==> config.mk <==
export PLATFORM = sky130hd
export DESIGN_NAME = axi_pim_master_flat
export DESIGN_NICKNAME = d
export VERILOG_FILES = /design/src/rtl/axi_pim_pkg.sv /design/src/rtl/axi_pim_master_if.sv /design/src/rtl/axi_pim_master.sv /design/src/flat_wrapper.sv
export SDC_FILE = /design/constraint.sdc
export NUM_CORES = 1
export LEC_CHECK = 0
export CORE_AREA = 2 2 107 109
export CTS_CLUSTER_SIZE = 24
export DETAILED_ROUTE_END_ITERATION = 10
export DIE_AREA = 0 0 109 111
export PLACE_DENSITY = 0.7
export REMOVE_ABC_BUFFERS = 1
export SETUP_SLACK_MARGIN = 0.15
export SLEW_MARGIN = 10
export SYNTH_ARGS = -nofsm -noshare
export SYNTH_HDL_FRONTEND = slang
export SYNTH_SLANG_ARGS = --single-unit
==> constraint.sdc <==
create_clock -name clk -period 3.68 [get_ports clk]
set_input_delay 0.368 -clock clk [delete_from_list [all_inputs] [get_ports clk]]
set_output_delay 0.368 -clock clk [all_outputs]
set_load 0.005 [all_outputs]
==> src/rtl/axi_pim_pkg.sv <==
// Shared AXI constants, FSM state type and a response helper for the PIM master.
package axi_pim_pkg;

    localparam logic [1:0] AXI_BURST_INCR    = 2'b01;
    localparam logic [1:0] AXI_RESP_OKAY     = 2'b00;
    localparam logic [1:0] AXI_RESP_SLVERR   = 2'b10;
    localparam logic [3:0] AXI_CACHE_DEFAULT = 4'b0011;
    localparam logic [2:0] AXI_PROT_DEFAULT  = 3'b000;

    typedef enum logic [2:0] {
        ST_IDLE,
        ST_AW,
        ST_W,
        ST_B,
        ST_AR,
        ST_R
    } state_t;

    // Worst-of two AXI responses (numerically larger is worse).
    function automatic logic [1:0] resp_max(input logic [1:0] a, input logic [1:0] b);
        return (a > b) ? a : b;
    endfunction

endpackage

==> src/rtl/axi_pim_master_if.sv <==
// Full AXI4 bus between the PIM master and the PIM array slave.
// Handshake rule on every channel: a beat transfers on a rising clk edge where
// both valid and ready are high; the sender holds payload stable while valid
// is high and ready is low.
interface axi_pim_master_if #(
    parameter int DATA_WIDTH = 32,
    parameter int ADDR_WIDTH = 8,
    parameter int ID_WIDTH   = 8
);
    localparam int STRB_WIDTH = DATA_WIDTH / 8;

    logic [ID_WIDTH-1:0]   awid;
    logic [ADDR_WIDTH-1:0] awaddr;
    logic [7:0]            awlen;
    logic [2:0]            awsize;
    logic [1:0]            awburst;
    logic                  awlock;
    logic [3:0]            awcache;
    logic [2:0]            awprot;
    logic                  awvalid;
    logic                  awready;

    logic [DATA_WIDTH-1:0] wdata;
    logic [STRB_WIDTH-1:0] wstrb;
    logic                  wlast;
    logic                  wvalid;
    logic                  wready;

    logic [ID_WIDTH-1:0]   bid;
    logic [1:0]            bresp;
    logic                  bvalid;
    logic                  bready;

    logic [ID_WIDTH-1:0]   arid;
    logic [ADDR_WIDTH-1:0] araddr;
    logic [7:0]            arlen;
    logic [2:0]            arsize;
    logic [1:0]            arburst;
    logic                  arlock;
    logic [3:0]            arcache;
    logic [2:0]            arprot;
    logic                  arvalid;
    logic                  arready;

    logic [ID_WIDTH-1:0]   rid;
    logic [DATA_WIDTH-1:0] rdata;
    logic [1:0]            rresp;
    logic                  rlast;
    logic                  rvalid;
    logic                  rready;

    modport master (
        output awid, awaddr, awlen, awsize, awburst, awlock, awcache, awprot, awvalid,
        input  awready,
        output wdata, wstrb, wlast, wvalid,
        input  wready,
        input  bid, bresp, bvalid,
        output bready,
        output arid, araddr, arlen, arsize, arburst, arlock, arcache, arprot, arvalid,
        input  arready,
        input  rid, rdata, rresp, rlast, rvalid,
        output rready
    );

    modport slave (
        input  awid, awaddr, awlen, awsize, awburst, awlock, awcache, awprot, awvalid,
        output awready,
        input  wdata, wstrb, wlast, wvalid,
        output wready,
        output bid, bresp, bvalid,
        input  bready,
        input  arid, araddr, arlen, arsize, arburst, arlock, arcache, arprot, arvalid,
        output arready,
        output rid, rdata, rresp, rlast, rvalid,
        input  rready
    );

endinterface

==> src/rtl/axi_pim_master.sv <==
// Single-command AXI4 burst master: write bursts stream from a local source,
// read bursts stream to a local sink, done/resp report each command.
module axi_pim_master
    import axi_pim_pkg::*;
#(
    parameter int DATA_WIDTH = 32,
    parameter int ADDR_WIDTH = 8,
    parameter int STRB_WIDTH = DATA_WIDTH / 8,
    parameter int ID_WIDTH   = 8,
    parameter logic [ID_WIDTH-1:0] M_ID = '0
) (
    input  logic                  clk,
    input  logic                  rst,
    input  logic                  cmd_valid,
    output logic                  cmd_ready,
    input  logic                  cmd_write,
    input  logic [ADDR_WIDTH-1:0] cmd_addr,
    input  logic [7:0]            cmd_len,
    input  logic [DATA_WIDTH-1:0] wr_data,
    input  logic [STRB_WIDTH-1:0] wr_strb,
    input  logic                  wr_valid,
    output logic                  wr_ready,
    output logic [DATA_WIDTH-1:0] rd_data,
    output logic                  rd_last,
    output logic                  rd_valid,
    input  logic                  rd_ready,
    output logic                  done,
    output logic [1:0]            resp,
    output logic                  busy,
    output state_t                dbg_state,
    axi_pim_master_if.master      m_axi
);

    localparam logic [2:0] AXI_SIZE = 3'($clog2(STRB_WIDTH));

    state_t                state;
    state_t                state_next;
    logic [ADDR_WIDTH-1:0] addr_q;
    logic [7:0]            len_q;
    logic [7:0]            beat_cnt;
    logic                  done_q;
    logic [1:0]            resp_q;
    logic [1:0]            rd_resp_acc;
    logic                  rd_err;
    logic                  cmd_fire;
    logic                  beat_last;
    logic                  w_fire;
    logic                  b_fire;
    logic                  r_fire;
    logic                  rlast_bad;
    logic                  unused_ids;

    assign cmd_ready = (state == ST_IDLE) && !rst;
    assign cmd_fire  = cmd_valid && cmd_ready;
    assign beat_last = (beat_cnt == len_q);
    assign w_fire    = (state == ST_W) && wr_valid && m_axi.wready;
    assign b_fire    = (state == ST_B) && m_axi.bvalid;
    assign r_fire    = (state == ST_R) && m_axi.rvalid && rd_ready;
    assign rlast_bad = (m_axi.rlast != beat_last);

    // Constant address-channel attributes; address and len come from the latches.
    assign m_axi.awid    = M_ID;
    assign m_axi.awaddr  = addr_q;
    assign m_axi.awlen   = len_q;
    assign m_axi.awsize  = AXI_SIZE;
    assign m_axi.awburst = AXI_BURST_INCR;
    assign m_axi.awlock  = 1'b0;
    assign m_axi.awcache = AXI_CACHE_DEFAULT;
    assign m_axi.awprot  = AXI_PROT_DEFAULT;
    assign m_axi.arid    = M_ID;
    assign m_axi.araddr  = addr_q;
    assign m_axi.arlen   = len_q;
    assign m_axi.arsize  = AXI_SIZE;
    assign m_axi.arburst = AXI_BURST_INCR;
    assign m_axi.arlock  = 1'b0;
    assign m_axi.arcache = AXI_CACHE_DEFAULT;
    assign m_axi.arprot  = AXI_PROT_DEFAULT;

    // Data buses pass straight through; only the valid/ready pairs are gated by state.
    assign m_axi.wdata = wr_data;
    assign m_axi.wstrb = wr_strb;
    assign rd_data     = m_axi.rdata;

    assign busy      = (state != ST_IDLE);
    assign dbg_state = state;
    assign done      = done_q;
    assign resp      = resp_q;

    // Response IDs are not used: only one command is ever outstanding.
    assign unused_ids = ^{m_axi.bid, m_axi.rid};

    // State register.
    always_ff @(posedge clk) begin
        if (rst) state <= ST_IDLE;
        else     state <= state_next;
    end

    // Next-state and channel handshake outputs.
    always_comb begin
        state_next    = state;
        m_axi.awvalid = 1'b0;
        m_axi.wvalid  = 1'b0;
        m_axi.wlast   = 1'b0;
        m_axi.bready  = 1'b0;
        m_axi.arvalid = 1'b0;
        m_axi.rready  = 1'b0;
        wr_ready      = 1'b0;
        rd_valid      = 1'b0;
        rd_last       = 1'b0;
        case (state)
            ST_IDLE: begin
                if (cmd_fire) state_next = cmd_write ? ST_AW : ST_AR;
            end
            ST_AW: begin
                m_axi.awvalid = 1'b1;
                if (m_axi.awready) state_next = ST_W;
            end
            ST_W: begin
                m_axi.wvalid = wr_valid;
                m_axi.wlast  = beat_last;
                wr_ready     = m_axi.wready;
                if (w_fire && beat_last) state_next = ST_B;
            end
            ST_B: begin
                m_axi.bready = 1'b1;
                if (m_axi.bvalid) state_next = ST_IDLE;
            end
            ST_AR: begin
                m_axi.arvalid = 1'b1;
                if (m_axi.arready) state_next = ST_R;
            end
            ST_R: begin
                rd_valid     = m_axi.rvalid;
                rd_last      = beat_last;
                m_axi.rready = rd_ready;
                if (r_fire && beat_last) state_next = ST_IDLE;
            end
            default: state_next = ST_IDLE;
        endcase
    end

    // Command latches, beat counter and completion reporting.
    always_ff @(posedge clk) begin
        if (rst) begin
            addr_q      <= '0;
            len_q       <= '0;
            beat_cnt    <= '0;
            done_q      <= 1'b0;
            resp_q      <= AXI_RESP_OKAY;
            rd_resp_acc <= AXI_RESP_OKAY;
            rd_err      <= 1'b0;
        end else begin
            done_q <= 1'b0;
            if (cmd_fire) begin
                addr_q      <= cmd_addr;
                len_q       <= cmd_len;
                beat_cnt    <= '0;
                rd_resp_acc <= AXI_RESP_OKAY;
                rd_err      <= 1'b0;
            end
            if (w_fire) beat_cnt <= beat_cnt + 8'd1;
            if (b_fire) begin
                done_q <= 1'b1;
                resp_q <= m_axi.bresp;
            end
            if (r_fire) begin
                beat_cnt    <= beat_cnt + 8'd1;
                rd_resp_acc <= resp_max(rd_resp_acc, m_axi.rresp);
                rd_err      <= rd_err || rlast_bad;
                if (beat_last) begin
                    done_q <= 1'b1;
                    // A misplaced rlast anywhere in the burst overrides any response code.
                    resp_q <= (rd_err || rlast_bad) ? AXI_RESP_SLVERR
                                                    : resp_max(rd_resp_acc, m_axi.rresp);
                end
            end
        end
    end

endmodule
==> src/flat_wrapper.sv <==
// flat-port wrapper written by rule: the top's interface ports become plain ports
module axi_pim_master_flat import axi_pim_pkg::*;
#(
    parameter int DATA_WIDTH = 32,
    parameter int ADDR_WIDTH = 8,
    parameter int STRB_WIDTH = DATA_WIDTH / 8,
    parameter int ID_WIDTH   = 8,
    parameter logic [ID_WIDTH-1:0] M_ID = '0
)
  (clk, rst, cmd_valid, cmd_ready, cmd_write, cmd_addr, cmd_len, wr_data, wr_strb, wr_valid, wr_ready, rd_data, rd_last, rd_valid, rd_ready, done, resp, busy, dbg_state, m_axi_awid, m_axi_awaddr, m_axi_awlen, m_axi_awsize, m_axi_awburst, m_axi_awlock, m_axi_awcache, m_axi_awprot, m_axi_awvalid, m_axi_awready, m_axi_wdata, m_axi_wstrb, m_axi_wlast, m_axi_wvalid, m_axi_wready, m_axi_bid, m_axi_bresp, m_axi_bvalid, m_axi_bready, m_axi_arid, m_axi_araddr, m_axi_arlen, m_axi_arsize, m_axi_arburst, m_axi_arlock, m_axi_arcache, m_axi_arprot, m_axi_arvalid, m_axi_arready, m_axi_rid, m_axi_rdata, m_axi_rresp, m_axi_rlast, m_axi_rvalid, m_axi_rready);
  axi_pim_master_if #(.DATA_WIDTH(DATA_WIDTH), .ADDR_WIDTH(ADDR_WIDTH), .ID_WIDTH(ID_WIDTH)) m_axi_i ();
  input  logic clk;
  input  logic rst;
  input  logic cmd_valid;
  output logic cmd_ready;
  input  logic cmd_write;
  input  logic [ADDR_WIDTH-1:0] cmd_addr;
  input  logic [7:0] cmd_len;
  input  logic [DATA_WIDTH-1:0] wr_data;
  input  logic [STRB_WIDTH-1:0] wr_strb;
  input  logic wr_valid;
  output logic wr_ready;
  output logic [DATA_WIDTH-1:0] rd_data;
  output logic rd_last;
  output logic rd_valid;
  input  logic rd_ready;
  output logic done;
  output logic [1:0] resp;
  output logic busy;
  output state_t dbg_state;
  output wire logic [$bits(m_axi_i.awid)-1:0] m_axi_awid;
  output wire logic [$bits(m_axi_i.awaddr)-1:0] m_axi_awaddr;
  output wire logic [$bits(m_axi_i.awlen)-1:0] m_axi_awlen;
  output wire logic [$bits(m_axi_i.awsize)-1:0] m_axi_awsize;
  output wire logic [$bits(m_axi_i.awburst)-1:0] m_axi_awburst;
  output wire logic [$bits(m_axi_i.awlock)-1:0] m_axi_awlock;
  output wire logic [$bits(m_axi_i.awcache)-1:0] m_axi_awcache;
  output wire logic [$bits(m_axi_i.awprot)-1:0] m_axi_awprot;
  output wire logic [$bits(m_axi_i.awvalid)-1:0] m_axi_awvalid;
  input wire logic [$bits(m_axi_i.awready)-1:0] m_axi_awready;
  output wire logic [$bits(m_axi_i.wdata)-1:0] m_axi_wdata;
  output wire logic [$bits(m_axi_i.wstrb)-1:0] m_axi_wstrb;
  output wire logic [$bits(m_axi_i.wlast)-1:0] m_axi_wlast;
  output wire logic [$bits(m_axi_i.wvalid)-1:0] m_axi_wvalid;
  input wire logic [$bits(m_axi_i.wready)-1:0] m_axi_wready;
  input wire logic [$bits(m_axi_i.bid)-1:0] m_axi_bid;
  input wire logic [$bits(m_axi_i.bresp)-1:0] m_axi_bresp;
  input wire logic [$bits(m_axi_i.bvalid)-1:0] m_axi_bvalid;
  output wire logic [$bits(m_axi_i.bready)-1:0] m_axi_bready;
  output wire logic [$bits(m_axi_i.arid)-1:0] m_axi_arid;
  output wire logic [$bits(m_axi_i.araddr)-1:0] m_axi_araddr;
  output wire logic [$bits(m_axi_i.arlen)-1:0] m_axi_arlen;
  output wire logic [$bits(m_axi_i.arsize)-1:0] m_axi_arsize;
  output wire logic [$bits(m_axi_i.arburst)-1:0] m_axi_arburst;
  output wire logic [$bits(m_axi_i.arlock)-1:0] m_axi_arlock;
  output wire logic [$bits(m_axi_i.arcache)-1:0] m_axi_arcache;
  output wire logic [$bits(m_axi_i.arprot)-1:0] m_axi_arprot;
  output wire logic [$bits(m_axi_i.arvalid)-1:0] m_axi_arvalid;
  input wire logic [$bits(m_axi_i.arready)-1:0] m_axi_arready;
  input wire logic [$bits(m_axi_i.rid)-1:0] m_axi_rid;
  input wire logic [$bits(m_axi_i.rdata)-1:0] m_axi_rdata;
  input wire logic [$bits(m_axi_i.rresp)-1:0] m_axi_rresp;
  input wire logic [$bits(m_axi_i.rlast)-1:0] m_axi_rlast;
  input wire logic [$bits(m_axi_i.rvalid)-1:0] m_axi_rvalid;
  output wire logic [$bits(m_axi_i.rready)-1:0] m_axi_rready;
  assign m_axi_awid = m_axi_i.awid;
  assign m_axi_awaddr = m_axi_i.awaddr;
  assign m_axi_awlen = m_axi_i.awlen;
  assign m_axi_awsize = m_axi_i.awsize;
  assign m_axi_awburst = m_axi_i.awburst;
  assign m_axi_awlock = m_axi_i.awlock;
  assign m_axi_awcache = m_axi_i.awcache;
  assign m_axi_awprot = m_axi_i.awprot;
  assign m_axi_awvalid = m_axi_i.awvalid;
  assign m_axi_i.awready = m_axi_awready;
  assign m_axi_wdata = m_axi_i.wdata;
  assign m_axi_wstrb = m_axi_i.wstrb;
  assign m_axi_wlast = m_axi_i.wlast;
  assign m_axi_wvalid = m_axi_i.wvalid;
  assign m_axi_i.wready = m_axi_wready;
  assign m_axi_i.bid = m_axi_bid;
  assign m_axi_i.bresp = m_axi_bresp;
  assign m_axi_i.bvalid = m_axi_bvalid;
  assign m_axi_bready = m_axi_i.bready;
  assign m_axi_arid = m_axi_i.arid;
  assign m_axi_araddr = m_axi_i.araddr;
  assign m_axi_arlen = m_axi_i.arlen;
  assign m_axi_arsize = m_axi_i.arsize;
  assign m_axi_arburst = m_axi_i.arburst;
  assign m_axi_arlock = m_axi_i.arlock;
  assign m_axi_arcache = m_axi_i.arcache;
  assign m_axi_arprot = m_axi_i.arprot;
  assign m_axi_arvalid = m_axi_i.arvalid;
  assign m_axi_i.arready = m_axi_arready;
  assign m_axi_i.rid = m_axi_rid;
  assign m_axi_i.rdata = m_axi_rdata;
  assign m_axi_i.rresp = m_axi_rresp;
  assign m_axi_i.rlast = m_axi_rlast;
  assign m_axi_i.rvalid = m_axi_rvalid;
  assign m_axi_rready = m_axi_i.rready;
  axi_pim_master #(.DATA_WIDTH(DATA_WIDTH), .ADDR_WIDTH(ADDR_WIDTH), .STRB_WIDTH(STRB_WIDTH), .ID_WIDTH(ID_WIDTH), .M_ID(M_ID)) u_core (.clk(clk), .rst(rst), .cmd_valid(cmd_valid), .cmd_ready(cmd_ready), .cmd_write(cmd_write), .cmd_addr(cmd_addr), .cmd_len(cmd_len), .wr_data(wr_data), .wr_strb(wr_strb), .wr_valid(wr_valid), .wr_ready(wr_ready), .rd_data(rd_data), .rd_last(rd_last), .rd_valid(rd_valid), .rd_ready(rd_ready), .done(done), .resp(resp), .busy(busy), .dbg_state(dbg_state), .m_axi(m_axi_i));
endmodule
Yosys cells after proc, flatten, opt, wreduce, memory -nomap -nowiden --
Cells that the tools add are included.
Word-level totals: flip-flop bits (word level) 33, input port bits 116, output and inout port bits 159, logic and storage cells 71
Cells by class: add/subtract/negate cells 1, magnitude comparators 1, eq/ne operators 13, multiplexer cells 32, reduce and logical (&&, ||, !) cells 16
Operator list (number):
- 8-bit 2-to-1 mux | 3
- 3-bit 2-to-1 mux | 7
- 3-bit one-hot mux with 6 select lines | 1
- 1-bit 2-to-1 mux | 14
- 2-bit 2-to-1 mux | 7
- 2-bit != test (second input constant) | 5
- 1-bit logical AND | 9
- 8-bit by 1-bit adder with 8-bit output (second input constant) | 1
- 8-bit == test | 1
- 3-bit by 2-bit == test with 1-bit output (second input constant) | 2
- 3-bit == test (second input constant) | 2
- 6-bit AND reduction | 1
- 3-bit nonzero test | 2
- 3-bit by 1-bit == test with 1-bit output (second input constant) | 1
- 3-bit logical NOT | 1
- 2-bit > comparator | 1
- 2-bit by 1-bit != test with 1-bit output (second input constant) | 1
- 2-bit nonzero test | 1
- 1-bit logical NOT | 1
- 1-bit logical OR | 1
- 1-bit != test | 1

Longest topological paths before layout --
Gate-level depths: netlist of run 1.
depth after elaboration 6, gate-level depth with buffers 7, gate-level depth less buffers 7

Worst setup path before layout of run 1 --
Ideal clock, no wire load.
kind input to output, from input rst, to output cmd_ready, data arrival time 1.248 ns, required time 3.312 ns, setup slack 2.064 ns, stages on the path 4, path buffers 3, path through clkbuf_1 clkbuf_1 buf_1 nor2_1
Between the ends: word-level cells in the longest chain between the ends 2
RTL lines:
- start, declared | RTL line flat_wrapper.sv:13 | input logic rst;
- 1-bit logical NOT | RTL line axi_pim_master.sv:53 | assign cmd_ready = (state == ST_IDLE) && !rst;
- 1-bit logical AND | RTL line axi_pim_master.sv:53
- end, declared | RTL line flat_wrapper.sv:15 | output logic cmd_ready;
Every way passes these cells.

Worst setup path in the final report of run 1 --
from register u_core.beat_cnt[1], to output m_axi_wlast
Between the ends: word-level cells in the longest chain between the ends 2
RTL lines:
- start, declared | RTL line axi_pim_master.sv:40 | logic [7:0] beat_cnt;
- start signal, assigned | RTL line axi_pim_master.sv:161 | if (w_fire) beat_cnt <= beat_cnt + 8'd1;
- start signal, assigned | RTL line axi_pim_master.sv:167 | beat_cnt <= beat_cnt + 8'd1;
- 8-bit == test | RTL line axi_pim_master.sv:55 | assign beat_last = (beat_cnt == len_q);
- 1-bit 2-to-1 mux | RTL line axi_pim_master.sv:110 | case (state)
- end, declared | RTL line flat_wrapper.sv:43 | output wire logic [$bits(m_axi_i.wlast)-1:0] m_axi_wlast;
Every way passes these cells.

==> flow_summary.yaml, run 1 <==
status:
  status: "completed"
grt:
  grt_overflow_total: 0
  use_met2: 0.354
  use_met1: 0.148
  met3_usage: 0.277
  antenna_found_initial: 1
  track_usage: 0.220
  grt_start_max_net_pins: 39
  grt_pass1_vias: 2003
  busiest_layer: "met2"
  grt_pass1_wl_um: 17400
worst_setup_path:
  crit_chain: "xor2_1 > nor4_2 > nand2_1 > nor2_1 > clkdlybuf4s50_1"
  r2r-start: "u_core.dbg_state[2]$_SDFFE_PP0P_"
  cp-startpoint: "u_core.beat_cnt[1]$_SDFFE_PP0P_"
  cp_slowest_cell: "clkdlybuf4s50_1"
  max_stage_delay_ps: 520
  worstPathArrival_ps: 2190
  path_class: "reg -> out"
  critical_path_required_ps: 3310
  critPathLaunchType: "flop"
  regToRegSetupSlack_ps: 1580
  crit_family: "simple AND/OR/NAND/NOR gates"
  critPathCaptureType: "primary output"
  crit_buf_inv: 1
  path_max_fanout: 5
yosys:
  syn_area_per_cell_sq_um: 7.77
  ys_ff_latch: 33
  yosysMostFrequentCell: "buf_4"
  synth_top_area_share: 0.358
  synth_common_cells: "buf_4 (129), nand2_1 (36), dfxtp_1 (33)"
  synth_edf_count: 0
  postSynthCellCount: 348
  synthXorXnorAreaFrac: 0.0324
  ys.flop_type: "dfxtp_1"
  synth_top_family_by_area: "buffers and inverters"
  yosys.area_share.simple: 0.193
  synth-seq-area-share: 0.244
  yosysTopAreaCell: "buf_4"
  synth-adder-area-share: 0.0185
  synth_cell_types: 47
  synth_compound_area_frac: 0.117
  muxShareOfSynthArea: 0.00833
  yosysWarnings: 0
  synthArstFlopShare: 0
  netlist_top_cells_area: "buf_4 (36%), dfxtp_1 (24%), nand2_1 (5.0%)"
  synthesis.area_sq_um: 2710
sta:
  fmax_ghz: 0.391
  setup_tns_ps: 0
  final_max_slew_viol_count: 0
  period_share: 0.695
  setup_viol: 0
  max_slew_margin: 0.642
  whs_ps: 491
  worstMarginPinSlew_ps: 536
  rsz0062_at_grt: "false"
  worst_clock_skew_ps: 3.43
  timing_hold_violations_final: 0
  fin_crit_ps: 2560
drt:
  via_per_inst: 4.37
  drtPass1Iterations: 4
  vias: 2113
  drt-initial-drc-count: 195
  drc: 0
  totalWireLength_um: 13600
  drtAntennaViolNets: 0
  detail_route.wl_per_cell_um: 28.2
cts:
  post_cts_buffers: 0
  clockBufferDepth: 2
  clkSinkCount: 33
  cts_tree: "yes"
  clk_pin_slew_ps: 60
  cts_buffers: 5
  ctsHoldBuffers: 0
  ctsResizeCount: 0
  worst_skew_pair.late_latency_ps: 270
  htree_levels: 2
  root_buffer: "clkbuf_16"
placement:
  dp.cells: 475
  portBuffers: 80
  placed_area_sq_um: 2840
  dp_hpwl_um: 12000
  place_congestion: 0.908
power:
  power.density_nw_per_um2: 513
  p_leak_nw: 1.16
  ir_drop_mv: 0.263
layout:
  fin_util: 0.272
  nets: 459
  finalNonFillerCells: 483
  design_area_sq_um: 3020
  final_layout_size_suffix_gt1_frac: 0.0559
  area_growth_pct: 11.5
  num_antenna_cells: 0
die:
  fp.dieH_um: 111
  fp.dieW_um: 109
  fp.coreArea_sq_um: 11100
  dieArea_sq_um: 12100
  initial_core_util: 0.244
  pin_count: 275
  rows: 39
worst_hold_path:
  hold_start: "u_core.m_axi.araddr[5]$_SDFFE_PP0P_"
  worstHoldPathType: "reg -> reg"
flow_run:
  max_cap_viol_count: 0
per-stage QoR:
stage                     power [mW]  worst slack (ps)
after floorplan                0.715              1170
after CTS                       1.56              1090
after global routing            1.64               907
after detailed placement        1.05              1330
after global placement          1.04              1350
final                           1.55              1120
state kept, by name, indices dropped and copies added (netlist names):
register / count
u_core.m_axi.araddr: 8
u_core.m_axi.arlen: 8
u_core.rd_resp_acc: 2
u_core.beat_cnt: 8
u_core.dbg_state: 3
u_core.resp: 2
u_core.done: 1
u_core.rd_err: 1
routing by layer:
metal  vias up  routed length (um)
li1        956                   -
met1       881                3100
met2       260                6240
met3        12                3820
met4         4                 347
met5         -                  98
cells in the final DEF (no fill, tap or decap), drive strengths merged, types with 6 or more instances in the layout:
cell type,n
clkdlybuf4s50,80
nand2,36
nand2b,11
o21ai,21
a21oi,14
dfxtp,33
xor2,10
conb,42
clkbuf,6
nand3,7
nor2,22
power by group:
part | switching (mW) | leakage, nW | internal, mW
Sequential | 0.0829 | 0.269 | 0.410
Clock | 0.164 | 0.0831 | 0.338
Combinational | 0.239 | 0.807 | 0.314
Total | 0.485 | 1.16 | 1.06
final timing paths:
kind | end | depth (start not counted)
min | u_core.m_axi.araddr[5]$_SDFFE_PP0P_ | 2
max reg2reg | u_core.beat_cnt[7]$_SDFFE_PP0P_ | 5
max | m_axi_wlast | 5
min reg2reg | u_core.m_axi.araddr[5]$_SDFFE_PP0P_ | 2
kinds of logic after synthesis:
group,Yosys count
multiplexers,2
XOR/XNOR,10
adder cells (fa/ha/maj),4
flip-flops,33
other,2
AO/OA/AOI/OAI,51
AND/OR/NAND/NOR,102
buffers and inverters,144
layout make-up:
| type | instances | area (sq um) |
|---|---|---|
| fillers | 1175 | 8060 |
| repair buffers | 82 | 816 |
| well taps | 143 | 179 |
| clock buffers | 6 | 139 |
| multi-input cells | 211 | 1160 |
| flip-flops and latches | 33 | 661 |
| inverters | 6 | 22.5 |
| clock inverters | 2 | 37.5 |
worst reg2reg max path: cells and delay by family, from the launching register on:
| kind | cells | cell delay, ps |
|---|---|---|
| AOI/OAI and AO/OA | 3 | 840 |
| and+or+nand+nor | 2 | 490 |
| DFF | 1 | 660 |
No activity file was read; power rests on OpenSTA's default activity.
==> run 2, diff against run 1 <==
PLACE_DENSITY = 0.73   (was 0.7)
clock period = 2.3 ns   (was 3.68 ns; I/O delays follow)
==> run 2 against run 1 <==
  * Setup slack got worse by 920 ps
  * Critical path type unchanged
  * Critical path depth shrank 2
  * Via count increased by 2.7%
  * Sequential share of layout area decreased by 0.28 points
  * Global-route usage increased by 0.52 points
  * Sequential power grew 62%
  * Power up 65%
  * Routed wire length up 2.8%
  * Clock power grew 56%
  * Clock skew grew 3.6 ps
  * Cell count is 1.7% higher
  * Die area unchanged
  * Critical endpoint is now cmd_ready
==> flow_summary.yaml, run 2 (synthesis results as in run 1) <==
status:
  status: "completed"
sta:
  fin_crit_ps: 2100
  period_share: 0.912
  rsz0062_at_grt: "true"
  worst_clock_skew_ps: 7.04
  timing_hold_violations_final: 0
  final.setup.worst_slack_ps: 202
  final_max_slew_viol_count: 0
  fmax_ghz: 0.477
  whs_ps: 460
  setup_tns_ps: 0
  setup_viol: 0
worst_setup_path:
  crit_chain: "or3_1 > nor2_1 > clkdlybuf4s50_1"
  path_class: "reg -> out"
  critPathLaunchType: "flop"
  worstPathArrival_ps: 1870
  path_max_fanout: 14
  max_stage_delay_ps: 510
  cp_slowest_cell: "clkdlybuf4s50_1"
  critical_path_required_ps: 2070
  critPathCaptureType: "primary output"
drt:
  drtAntennaViolNets: 0
  vias: 2170
  via_per_inst: 4.42
  drtPass1Iterations: 4
  totalWireLength_um: 14000
  drc: 0
  drt-initial-drc-count: 126
  detail_route.wl_per_cell_um: 28.5
placement:
  dp.cells: 480
  place_congestion: 0.928
  portBuffers: 80
  placed_area_sq_um: 2880
  post-place-ws_ps: 309
  dp_hpwl_um: 12300
grt:
  grt_start_max_net_pins: 28
  antenna_found_initial: 1
  grt_overflow_total: 0
  track_usage: 0.225
  grt_pass1_wl_um: 17600
  grt_pass1_vias: 1959
layout:
  design_area_sq_um: 3070
  finalNonFillerCells: 491
  fill_cells: 1200
  area_growth_pct: 13.6
  multiInputGateArea_sq_um: 1170
  final_layout_size_suffix_gt1_frac: 0.0865
  nets: 466
  fin_util: 0.277
  seq_area_sq_um: 664
  layout_common_cells: "clkdlybuf4s50_1 (78), conb_1 (42), nand2_1 (36)"
  layout_commonest_cell: "clkdlybuf4s50_1"
power:
  power_frac_clock: 0.306
  p_seq_frac: 0.313
  sw_frac_of_total: 0.319
  switchingPower_uw: 816
  power.density_nw_per_um2: 832
  ir_drop_mv: 0.320
  p_comb_frac: 0.381
  total_power_mw: 2.56
  p_leak_nw: 1.20
  p_int_mw: 1.74
cts:
  cts_tree: "yes"
  ctsHoldBuffers: 0
  clkSinkCount: 33
  cts_buffers: 5
  clk_pin_slew_ps: 50
  worst_skew_pair.late_latency_ps: 280
  root_buffer: "clkbuf_16"
  htree_levels: 2
  clockBufferDepth: 2
die:
  fp.coreArea_sq_um: 11100
  dieArea_sq_um: 12100
  fp.dieW_um: 109
  rows: 39
  pin_count: 275
  initial_core_util: 0.244
  fp.dieH_um: 111
flow_run:
  max_cap_viol_count: 0
worst_hold_path:
  worstHoldPathType: "in -> out"
==> run 2: changes by cell type in the layout (fill, tap and decap cells not counted) <==
cell and change:
clkinv_4 +1, buf_4 +7, diode_2 +1, dlygate4sd2_1 +2, nor3b_2 +1, dfxtp_1 -3, clkdlybuf4s50_1 -2, clkbuf_8 -1
dfxtp_2 +3, nor3b_1 -1
==> run 2: worst paths after layout <==
check | start | end | slack (ps) | cells after the start
setup / recovery | u_core.dbg_state[0]$_SDFFE_PP0P_ | cmd_ready | 200 | 3
hold / removal | m_axi_rdata[20] | rd_data[20] | 460 | 0
setup reg to reg | u_core.dbg_state[0]$_SDFFE_PP0P_ | u_core.beat_cnt[0]$_SDFFE_PP0P_ | 380 | 6
hold reg to reg | u_core.m_axi.araddr[2]$_SDFFE_PP0P_ | u_core.m_axi.araddr[2]$_SDFFE_PP0P_ | 480 | 2
==> run 2: worst max-delay path: cells and delay by family (launching register included) <==
kind          cells  cell delay [ps]
simple gates      2              630
buf+inv           1              510
flops             1              450
==> run 2: layer usage <==
layer,part of all wire,GRT usage,wire length (um)
met5,0.0057,0.0491,79
met4,0.022,0.0590,312
met3,0.30,0.306,4130
met2,0.46,0.361,6460
met1,0.21,0.141,3000
==> run 2: timing repair <==
item	in CTS	in global routing
setup buffers	2	0
endpoints found under the setup margin	4	8
pin swaps	3	0
resized for setup	4	2
==> run 2: layout make-up <==
cell class                      instances  area share
Multi-Input combinational cell        211       0.380
Timing Repair Buffer                   89       0.282
Sequential cell                        33       0.216
Tap cell                              143      0.0582
Clock buffer                            5      0.0407
Clock inverter                          3      0.0151
Inverter                                6     0.00733
Antenna cell                            1    0.000815
==> run 2: power by group through the flow <==
stage	combinational [mW]	sequential, mW	clock, mW
final	0.974	0.800	0.783
after global routing	1.06	0.818	0.821
after CTS	0.971	0.797	0.803
after detailed placement	0.936	0.803	0
after global placement	0.924	0.802	0
after floorplan	0.358	0.786	0
==> run 3, diff against run 2 <==
CELL_PAD_IN_SITES_DETAIL_PLACEMENT = 2   (was unset)
CELL_PAD_IN_SITES_GLOBAL_PLACEMENT = 2   (was unset)
CORE_AREA = unset   (was 2 2 107 109)
CORE_UTILIZATION = 12   (was unset)
DIE_AREA = unset   (was 0 0 109 111)
PLACE_DENSITY = 0.76   (was 0.73)
SETUP_SLACK_MARGIN = 0.2   (was 0.15)
==> run 3 against run 2 <==
  * The flow now finishes with violations (DRC)
  * First-iteration DRC count fell by 26%
  * Routed wire length fell by 10%
  * Register-to-register slack improved by 110 ps
==> flow_summary.yaml, run 3 (synthesis results as in run 1) <==
grt:
  grt_start_max_net_pins: 36
  antenna_found_initial: 0
  grt_pass1_wl_um: 17600
  grt_overflow_total: 0
  grt_pass1_vias: 2248
  track_usage: 0.107
sta:
  fin_crit_ps: 2050
  fmax_ghz: 0.487
  timing_hold_violations_final: 0
  period_share: 0.893
  final_max_slew_viol_count: 0
  worst_clock_skew_ps: 6.93
  final.setup.worst_slack_ps: 246
  setup_viol: 0
  rsz0062_at_grt: "true"
cts:
  clockBufferDepth: 2
  root_buffer: "clkbuf_16"
  cts_tree: "yes"
  cts_buffers: 5
  ctsHoldBuffers: 0
  clk_pin_slew_ps: 60
  htree_levels: 2
  worst_skew_pair.late_latency_ps: 280
  clkSinkCount: 33
drt:
  via_per_inst: 3.57
  drtPass1Iterations: 7
  drtAntennaViolNets: 0
  drc: 20
  totalWireLength_um: 12600
  drt-initial-drc-count: 93
  detail_route.wl_per_cell_um: 20.0
  vias: 2241
power:
  p_int_mw: 1.75
  power.density_nw_per_um2: 798
  p_comb_frac: 0.383
  ir_drop_mv: 0.232
  switchingPower_uw: 848
  p_leak_nw: 1.21
  p_seq_frac: 0.309
  sw_frac_of_total: 0.326
  total_power_mw: 2.60
  power_frac_clock: 0.308
layout:
  area_growth_pct: 20.4
  final_layout_size_suffix_gt1_frac: 0.0951
  nets: 466
  num_antenna_cells: 0
  layout_commonest_cell: "clkdlybuf4s50_1"
  design_area_sq_um: 3260
  layout_common_cells: "clkdlybuf4s50_1 (78), conb_1 (42), nand2_1 (36)"
die:
  fp.dieW_um: 152
  pin_count: 275
  fp.coreArea_sq_um: 22000
  rows: 54
  initial_core_util: 0.123
  dieArea_sq_um: 23100
  fp.dieH_um: 152
worst_setup_path:
  cp-startpoint: "u_core.beat_cnt[1]$_SDFFE_PP0P_"
  path_max_fanout: 5
  crit_family: "buffers and inverters"
  max_stage_delay_ps: 360
  critPathLaunchType: "flop"
  r2r-start: "u_core.dbg_state[0]$_SDFFE_PP0P_"
  cp_slowest_cell: "dfxtp_1"
  critPathCaptureType: "primary output"
  critical_path_required_ps: 2070
  cpMostUsedCell: "buf_4"
  crit_chain: "xor2_1 > nor4_2 > buf_4 > nand2_1 > buf_4 > nor2_1 > clkdlybuf4s15_1"
  worstPathArrival_ps: 1820
  path_class: "reg -> out"
  crit_buf_inv: 3
flow_run:
  max_cap_viol_count: 0
status:
  status: "finished, violations left"
  violations: "DRC"
placement:
  dp_hpwl_um: 9820
  post-place-ws_ps: 275
  placed_area_sq_um: 3050
  place_congestion: 0.697
  portBuffers: 80
worst_hold_path:
  worstHoldPathType: "in -> out"
  hold_start: "m_axi_rdata[10]"
## run 3: cell count changes in the layout (fill, tap and decap cells not counted)
cell and delta:
dfxtp_1 -3, dfxtp_2 +3, buf_12 +1, buf_4 -1
clkdlybuf4s15_1 +1, diode_2 -1, dlygate4sd2_1 -1
## run 3: worst paths after layout
| check | endpoint | slack [ps] | cells after the start |
|---|---|---|---|
| hold / removal | rd_data[10] | 460 | 0 |
| setup reg to reg | u_core.beat_cnt[0]$_SDFFE_PP0P_ | 490 | 6 |
| hold reg to reg | u_core.m_axi.araddr[1]$_SDFFE_PP0P_ | 490 | 2 |
| setup / recovery | rd_last | 250 | 7 |
## run 3: routing by layer
| layer | track usage | up-vias | routed length (um) |
|---|---|---|---|
| li1 | - | 965 | - |
| met1 | 0.130 | 1025 | 5370 |
| met2 | 0.122 | 236 | 4180 |
| met3 | 0.107 | 11 | 2710 |
| met4 | 0.0175 | 4 | 91 |
| met5 | 0.0745 | - | 207 |
## run 3: power groups by stage
stage / sequential [mW] / clock (mW) / combinational, mW
final: 0.802 / 0.802 / 0.997
after global routing: 0.828 / 0.853 / 1.10
after CTS: 0.807 / 0.842 / 1.01
after detailed placement: 0.813 / 0 / 0.952
after global placement: 0.811 / 0 / 0.929
after floorplan: 0.786 / 0 / 0.358
## run 3: stage by stage
step	utilization	cells	TNS, ps	hold WS (ps)
floorplan	-	250	-1260	299
global placement	0.139	616	0	460
detailed placement	0.139	616	0	460
CTS	0.148	627	0	460
global route	0.148	627	0	460
finish	0.148	627	0	460
## run 3: what timing repair did
| item | CTS | global route |
|---|---|---|
| gates resized for setup | 8 | 2 |
| setup buffers | 3 | 0 |
| setup endpoints to repair | 7 | 8 |
| pin swaps | 2 | 0 |
## run 3: area by class of cell
type / instances / area [sq um]
fillers: 2569 / 18700
well taps: 280 / 350
clock inverters: 3 / 46.3
clock buffers: 5 / 125
multi-input cells: 211 / 1170
inverters: 6 / 22.5
repair buffers: 89 / 880
flip-flops and latches: 33 / 668
## run 3: worst register-to-register path: stages (launching register included)
cell,delay (ps)
dfxtp_2,400
or3_1,450
nor2_2,330
buf_12,240
o21ai_0,130
o21ai_0,90
nor2_1,60
